==> config.mk <==
export PLATFORM = sky130hd
export DESIGN_NAME = mem_port_arbiter
export DESIGN_NICKNAME = d
export VERILOG_FILES = /design/src/rtl/mem_port_arbiter_pkg.sv /design/src/rtl/mem_port_arbiter_rr_arbiter.sv /design/src/rtl/mem_port_arbiter.sv
export SDC_FILE = /design/constraint.sdc
export NUM_CORES = 1
export LEC_CHECK = 0
export BUFFER_PORTS_ARGS = -buffer_cell sky130_fd_sc_hd__buf_2
export CELL_PAD_IN_SITES_DETAIL_PLACEMENT = 1
export CELL_PAD_IN_SITES_GLOBAL_PLACEMENT = 1
export CORE_MARGIN = 3
export CORE_UTILIZATION = 37
export CTS_BUF_LIST = sky130_fd_sc_hd__clkbuf_4 sky130_fd_sc_hd__clkbuf_8
export CTS_CLUSTER_SIZE = 10
export DETAILED_ROUTE_END_ITERATION = 12
export PLACE_DENSITY_LB_ADDON = 0.2
export SLEW_MARGIN = 20
export SYNTH_ARGS = -nofsm -noshare
export SYNTH_HDL_FRONTEND = slang
export SYNTH_SLANG_ARGS = --single-unit
==> constraint.sdc <==
create_clock -name clk -period 6.2 [get_ports clk]
set_clock_uncertainty 0.1 [all_clocks]
set_input_delay 0.31 -clock clk [delete_from_list [all_inputs] [get_ports clk]]
set_output_delay 0.31 -clock clk [all_outputs]
set_load 0.03 [all_outputs]
==> src/rtl/mem_port_arbiter_pkg.sv <==
// Shared widths for the memory-port arbiter slice.
// Latency: n/a (constants only).
// Backpressure: n/a.
package mem_port_arbiter_pkg;

  // Address/data width of the cache request and response paths.
  localparam int MPA_DATA_WIDTH = 32;

  // Transaction-ID width; 2**MPA_ID_WIDTH transactions may be in flight.
  localparam int MPA_ID_WIDTH = 4;

endpackage : mem_port_arbiter_pkg

==> src/rtl/mem_port_arbiter_rr_arbiter.sv <==
// Round-robin pick: first requester at or after ptr, wrapping modulo N.
// Latency: combinational.
// Backpressure: none; the caller gates req when no grant may be issued.
// Ports: req (per-requester valid), ptr (search start), grant (one-hot or zero).
module rr_arbiter #(
  parameter int N = 2
) (
  input  logic [N-1:0]                      req,
  input  logic [((N > 1) ? $clog2(N) : 1)-1:0] ptr,
  output logic [N-1:0]                      grant
);

  int   idx;
  logic found;

  always_comb begin
    grant = '0;
    found = 1'b0;
    idx   = 0;
    for (int k = 0; k < N; k++) begin
      idx = int'(ptr) + k;
      if (idx >= N) idx = idx - N;
      if (!found && req[idx]) begin
        grant[idx] = 1'b1;
        found      = 1'b1;
      end
    end
  end

endmodule : rr_arbiter

==> src/rtl/mem_port_arbiter.sv <==
// Arbitrates NUM_CH requesters onto one cache port, tags requests with IDs, routes responses back.
// Latency: grant to cache_valid_out 1 cycle; cache response to resp_valid 1 cycle.
// Backpressure: cache_stall_in holds the output register; no grant while it is held or all IDs are in use.
// Ports: req_* / req_ready (requesters), flush (per-channel squash), cache_*_out / cache_stall_in
//        (request to cache), cache_*_in / cache_ready_in (response), resp_* (to owner), busy, id_error.
module mem_port_arbiter
  import mem_port_arbiter_pkg::*;
#(
  parameter int NUM_CH     = 2,
  parameter int DATA_WIDTH = MPA_DATA_WIDTH,
  parameter int ID_WIDTH   = MPA_ID_WIDTH
) (
  input  logic                         clk,
  input  logic                         reset,
  input  logic [NUM_CH-1:0]            req_valid,
  input  logic [NUM_CH*DATA_WIDTH-1:0] req_addr,
  input  logic [NUM_CH*DATA_WIDTH-1:0] req_data,
  input  logic [NUM_CH-1:0]            req_rw,
  output logic [NUM_CH-1:0]            req_ready,
  input  logic [NUM_CH-1:0]            flush,
  output logic [DATA_WIDTH-1:0]        cache_addr_out,
  output logic [DATA_WIDTH-1:0]        cache_data_out,
  output logic                         cache_rw_out,
  output logic [ID_WIDTH-1:0]          cache_id_out,
  output logic                         cache_valid_out,
  input  logic                         cache_stall_in,
  input  logic [DATA_WIDTH-1:0]        cache_data_in,
  input  logic [ID_WIDTH-1:0]          cache_id_in,
  input  logic                         cache_ready_in,
  output logic [NUM_CH-1:0]            resp_valid,
  output logic [DATA_WIDTH-1:0]        resp_data,
  output logic                         busy,
  output logic                         id_error
);

  localparam int NUM_ID  = 2 ** ID_WIDTH;
  localparam int OWNER_W = (NUM_CH > 1) ? $clog2(NUM_CH) : 1;

  // ID table: one entry per transaction ID.
  logic [NUM_ID-1:0]  ent_alloc;
  logic [NUM_ID-1:0]  ent_squash;
  logic [OWNER_W-1:0] ent_owner [NUM_ID];

  logic [OWNER_W-1:0]    rr_ptr;
  logic [NUM_CH-1:0]     grant;
  logic                  out_free;
  logic                  id_avail;
  logic                  grant_en;
  logic                  any_grant;
  logic [OWNER_W-1:0]    grant_ch;
  logic [ID_WIDTH-1:0]   free_id;
  logic [DATA_WIDTH-1:0] sel_addr;
  logic [DATA_WIDTH-1:0] sel_data;
  logic                  sel_rw;
  logic                  rsp_hit;
  logic [OWNER_W-1:0]    rsp_owner;
  logic                  rsp_deliver;

  assign out_free  = !cache_valid_out || !cache_stall_in;
  // Availability is judged on the table as it stood before this cycle's free,
  // so an ID released this cycle is only reusable from the next one.
  assign id_avail  = ~&ent_alloc;
  assign grant_en  = out_free && id_avail;
  assign any_grant = |grant;
  assign req_ready = grant;
  assign busy      = (|ent_alloc) || cache_valid_out;

  rr_arbiter #(.N(NUM_CH)) u_rr (
    .req   (req_valid & {NUM_CH{grant_en}}),
    .ptr   (rr_ptr),
    .grant (grant)
  );

  // Lowest unallocated ID, granted channel index and its request fields.
  always_comb begin
    free_id  = '0;
    grant_ch = '0;
    sel_addr = '0;
    sel_data = '0;
    sel_rw   = 1'b0;
    for (int i = NUM_ID - 1; i >= 0; i--) begin
      if (!ent_alloc[i]) free_id = ID_WIDTH'(i);
    end
    for (int c = 0; c < NUM_CH; c++) begin
      if (grant[c]) begin
        grant_ch = OWNER_W'(c);
        sel_addr = req_addr[c*DATA_WIDTH +: DATA_WIDTH];
        sel_data = req_data[c*DATA_WIDTH +: DATA_WIDTH];
        sel_rw   = req_rw[c];
      end
    end
  end

  // A response is forwarded only if its entry is live, not squashed, and its
  // owner is not being flushed in this same cycle.
  assign rsp_hit     = cache_ready_in && ent_alloc[cache_id_in];
  assign rsp_owner   = ent_owner[cache_id_in];
  assign rsp_deliver = rsp_hit && !ent_squash[cache_id_in] && !flush[rsp_owner];

  always_ff @(posedge clk or negedge reset) begin
    if (!reset) begin
      ent_alloc  <= '0;
      ent_squash <= '0;
    end else begin
      for (int i = 0; i < NUM_ID; i++) begin
        if (ent_alloc[i] && flush[ent_owner[i]]) ent_squash[i] <= 1'b1;
      end
      if (rsp_hit) ent_alloc[cache_id_in] <= 1'b0;
      // free_id is never the entry being freed, so these writes cannot collide.
      if (any_grant) begin
        ent_alloc[free_id]  <= 1'b1;
        ent_squash[free_id] <= flush[grant_ch];
      end
    end
  end

  // Owner is only meaningful while allocated, so it needs no reset.
  always_ff @(posedge clk) begin
    if (any_grant) ent_owner[free_id] <= grant_ch;
  end

  always_ff @(posedge clk or negedge reset) begin
    if (!reset) begin
      rr_ptr <= '0;
    end else if (any_grant) begin
      rr_ptr <= (int'(grant_ch) == NUM_CH - 1) ? '0 : grant_ch + 1'b1;
    end
  end

  always_ff @(posedge clk or negedge reset) begin
    if (!reset) begin
      cache_valid_out <= 1'b0;
      cache_addr_out  <= '0;
      cache_data_out  <= '0;
      cache_rw_out    <= 1'b0;
      cache_id_out    <= '0;
    end else if (any_grant) begin
      cache_valid_out <= 1'b1;
      cache_addr_out  <= sel_addr;
      cache_data_out  <= sel_data;
      cache_rw_out    <= sel_rw;
      cache_id_out    <= free_id;
    end else if (out_free) begin
      cache_valid_out <= 1'b0;
    end
  end

  always_ff @(posedge clk or negedge reset) begin
    if (!reset) begin
      resp_valid <= '0;
      resp_data  <= '0;
      id_error   <= 1'b0;
    end else begin
      resp_valid <= '0;
      if (rsp_deliver) begin
        resp_valid[rsp_owner] <= 1'b1;
        resp_data             <= cache_data_in;
      end
      if (cache_ready_in && !ent_alloc[cache_id_in]) id_error <= 1'b1;
    end
  end

endmodule : mem_port_arbiter

==> results.yml <==
run_status:
  status: "finished clean"
synth:
  synth_edf_count: 16
  synth_area_leaders: "dfrtp_1 49%, edfxtp_1 6.9%, mux2_1 5.2%"
  synth-main-ff-cell: "dfrtp_1"
  synth.distinct_cells: 50
  seq_area_frac_synth_pct: 56.3
  synthArstFlopShare_pct: 89.6
  postSynthAreaPerCell_um2: 11.7
  yosys_warnings: 0
  yosys.area.top_type: "dfrtp_1"
  synth_fp_nets: 772
  synth_area_um2: 6980
  netlist.area_leader.share_pct: 49.4
  syn-instance-count: 598
  ys_ff_latch: 154
min_path:
  hold_path_class: "in -> reg"
power:
  power.total_w: 0.00394
  p_leak_nw: 4.73
  powerDensity_nw_per_um2: 389
  vdd_ir_drop_max_mv: 0.193
sta:
  setup-violations-final: 0
  period_needed_ps: 4450
  timing.hold.ws_ps: 32.4
  hold_viol_final: 0
  finalMaxSlewViolations: 0
  relSlewSlack_pct: 35.6
  period_share_pct: 71.7
  max_freq_mhz: 225
  setup_tns_ps: 0
  grt_setup_unrepaired: "no"
  tightest_slew_ps: 947
placement:
  hpwl_mm: 17.7
  gp_congestion: 0.957
  dpl_cell_area_um2: 8500
  port_buffers: 281
critical_path:
  critPathMaxStageDelay_ps: 870
  crit_slowest_cell: "mux2i_2"
  path_class: "reg -> reg"
  path_cells: "nand4_1 -> nor4_1 -> a21oi_1 -> nand3_2 -> buf_4 -> inv_2 -> mux2i_2 -> mux2i_1"
  worstPathArrival_ps: 4620
  setup.worst_path.start_class: "flop"
  endpoint_kind: "flop"
  crit_family: "simple AND/OR/NAND/NOR gates"
  path_max_fanout: 49
  crit_required_ps: 6380
  crit_buf_inv: 2
cts:
  cts.sinks: 154
  tritoncts: "done"
  htree_levels: 4
  cts.clk_slew.worst_paths_ps: 100
  root_buffer: "clkbuf_8"
  ctsLongestPathBuffers: 2
  cts-resized-gates: 0
  insertion_delay_ps: 470
  post_cts_buffers: 0
  cts_buffers: 17
floorplan:
  initial_core_util_pct: 38.2
  dieHeight_um: 143
  rows: 49
  die_w_um: 143
  die-area_um2: 20600
  ios: 282
  coreArea_um2: 18300
layout:
  nNetsFinal: 1152
  drive_gt1_share_pct: 35.8
  syn2layout_area_growth_pct: 45.1
  fill_cells: 2020
  fin_area_um2: 10100
drt:
  vias: 6768
  wl_per_cell_um: 22.9
  firstDrtPassIters: 7
  vias_per_cell: 5.53
  drtIter0Drc: 460
  drc: 0
  wl_mm: 28.0
  drt.antenna.violating_nets: 0
grt:
  grt_pass1_wl_mm: 42.3
  grt_pass1_vias: 7488
  antenna_found_initial: 3
  grt_max_degree: 73
  grt_usage_pct: 26.8
  overflow: 0
job:
  drv_cap: 0
timing repair:
| action | CTS | global route |
|---|---|---|
| setup endpoints to repair | 0 | 0 |
| hold buffers | 117 | 0 |
| endpoints found under the hold margin | 165 | 0 |
state kept, by name, indices dropped and copies added, names as in the netlist:
| signal | count |
|---|---|
| cache_id_out | 4 |
| cache_addr_out | 32 |
| cache_data_out | 32 |
| ent_alloc | 16 |
| cache_valid_out | 1 |
| ent_squash | 16 |
| ent_owner | 16 |
| cache_rw_out | 1 |
| rr_ptr | 1 |
| id_error | 1 |
| resp_valid | 2 |
| resp_data | 32 |
Yosys cell counts (2+ instances only):
library cell	number
mux2_2	17
o21ai_1	8
a211oi_1	4
nor2b_1	4
buf_2	8
nor2_1	10
nand3b_1	2
clkbuf_1	22
nor4_1	4
buf_1	4
nand3_1	3
buf_8	3
and4_1	3
nand2b_1	3
o31ai_1	2
a31oi_1	2
edfxtp_1	16
mux2i_1	17
nand4_1	8
nor3_1	10
o22ai_1	48
a2bb2oi_1	9
buf_4	3
buf_6	2
mux4_2	13
or3_1	2
a222oi_1	17
inv_1	72
dfrtp_1	138
mux2_1	32
a21oi_1	68
nor3b_1	7
a22oi_1	4
nand2_1	15
o21ai_0	3
power by group:
group | leakage, nW | internal (W) | switching [W]
Combinational | 2.78 | 0.000550 | 0.00101
Clock | 0.220 | 0.000415 | 0.000438
Sequential | 1.73 | 0.00130 | 0.000230
layout make-up:
type / count / area, um2 / area share (%)
inverter: 73 / 274 / 2.70
clock buffer: 17 / 234 / 2.31
tap: 229 / 287 / 2.83
timing repair buffer: 403 / 2630 / 26.0
antenna: 3 / 7.51 / 0.0741
multi-input combinational: 329 / 2560 / 25.3
sequential: 154 / 3930 / 38.8
clock inverter: 15 / 205 / 2.02
tightest hold or removal path, stage by stage:
cell and delay [ps]:
buf_2 80, o22ai_1 80, a21oi_1 100
through the flow:
stage | std cells | util, % | setup WS (ps)
after floorplan | 598 | - | 3710
after global placement | 1070 | 46.5 | 2170
after detailed placement | 1070 | 46.5 | 1940
after CTS | 1219 | 55.3 | 1920
after global routing | 1223 | 55.5 | 1420
final | 1223 | 55.5 | 1750
cells by family (layout without fill, tap and decap cells):
kind of cell           count (synthesis)  count (layout)  share of synthesized area (%)
AO/OA/AOI/OAI                        172             172                           15.7
flip-flops                           154             154                           56.3
buffers and inverters                115             508                           7.18
multiplexers                          80              80                           14.7
AND/OR/NAND/NOR                       77              77                           6.09
other                                  0               3                              0
layout by cell type (no fill, tap or decap), types with 10 or more instances in the layout:
| cell | netlist | routed |
|---|---|---|
| a21oi_1 | 68 | 68 |
| a222oi_1 | 17 | 17 |
| buf_2 | 8 | 280 |
| clkbuf_8 | 0 | 17 |
| dfrtp_1 | 138 | 138 |
| dlygate4sd3_1 | 0 | 117 |
| edfxtp_1 | 16 | 16 |
| inv_1 | 72 | 72 |
| mux2_1 | 32 | 32 |
| mux2_2 | 17 | 17 |
| mux2i_1 | 17 | 17 |
| mux4_2 | 13 | 13 |
| nand2_1 | 15 | 15 |
| nor3_1 | 10 | 10 |
| o22ai_1 | 48 | 48 |
final timing paths:
check / startpoint / endpoint / slack, ps / depth (start not counted)
max: ent_alloc[0] / ent_squash[3] / 1750 / 8
min: req_addr[38] / cache_addr_out[6] / 30 / 3
max reg2reg: ent_alloc[0] / ent_squash[3] / 1750 / 8
min reg2reg: id_error / id_error / 380 / 1
max in group asynchronous: reset / ent_squash[15] / 4300 / 3
min in group asynchronous: reset / resp_valid[0] / 310 / 2
per-layer routing:
metal	vias up	global-route usage [%]	share of wire, %
met5	-	0	0
met4	0	10.6	3.5
met3	74	7.45	7.3
met2	342	47.0	52
met1	3395	31.1	37
li1	2957	-	-
(Power assumes the default switching activity.)
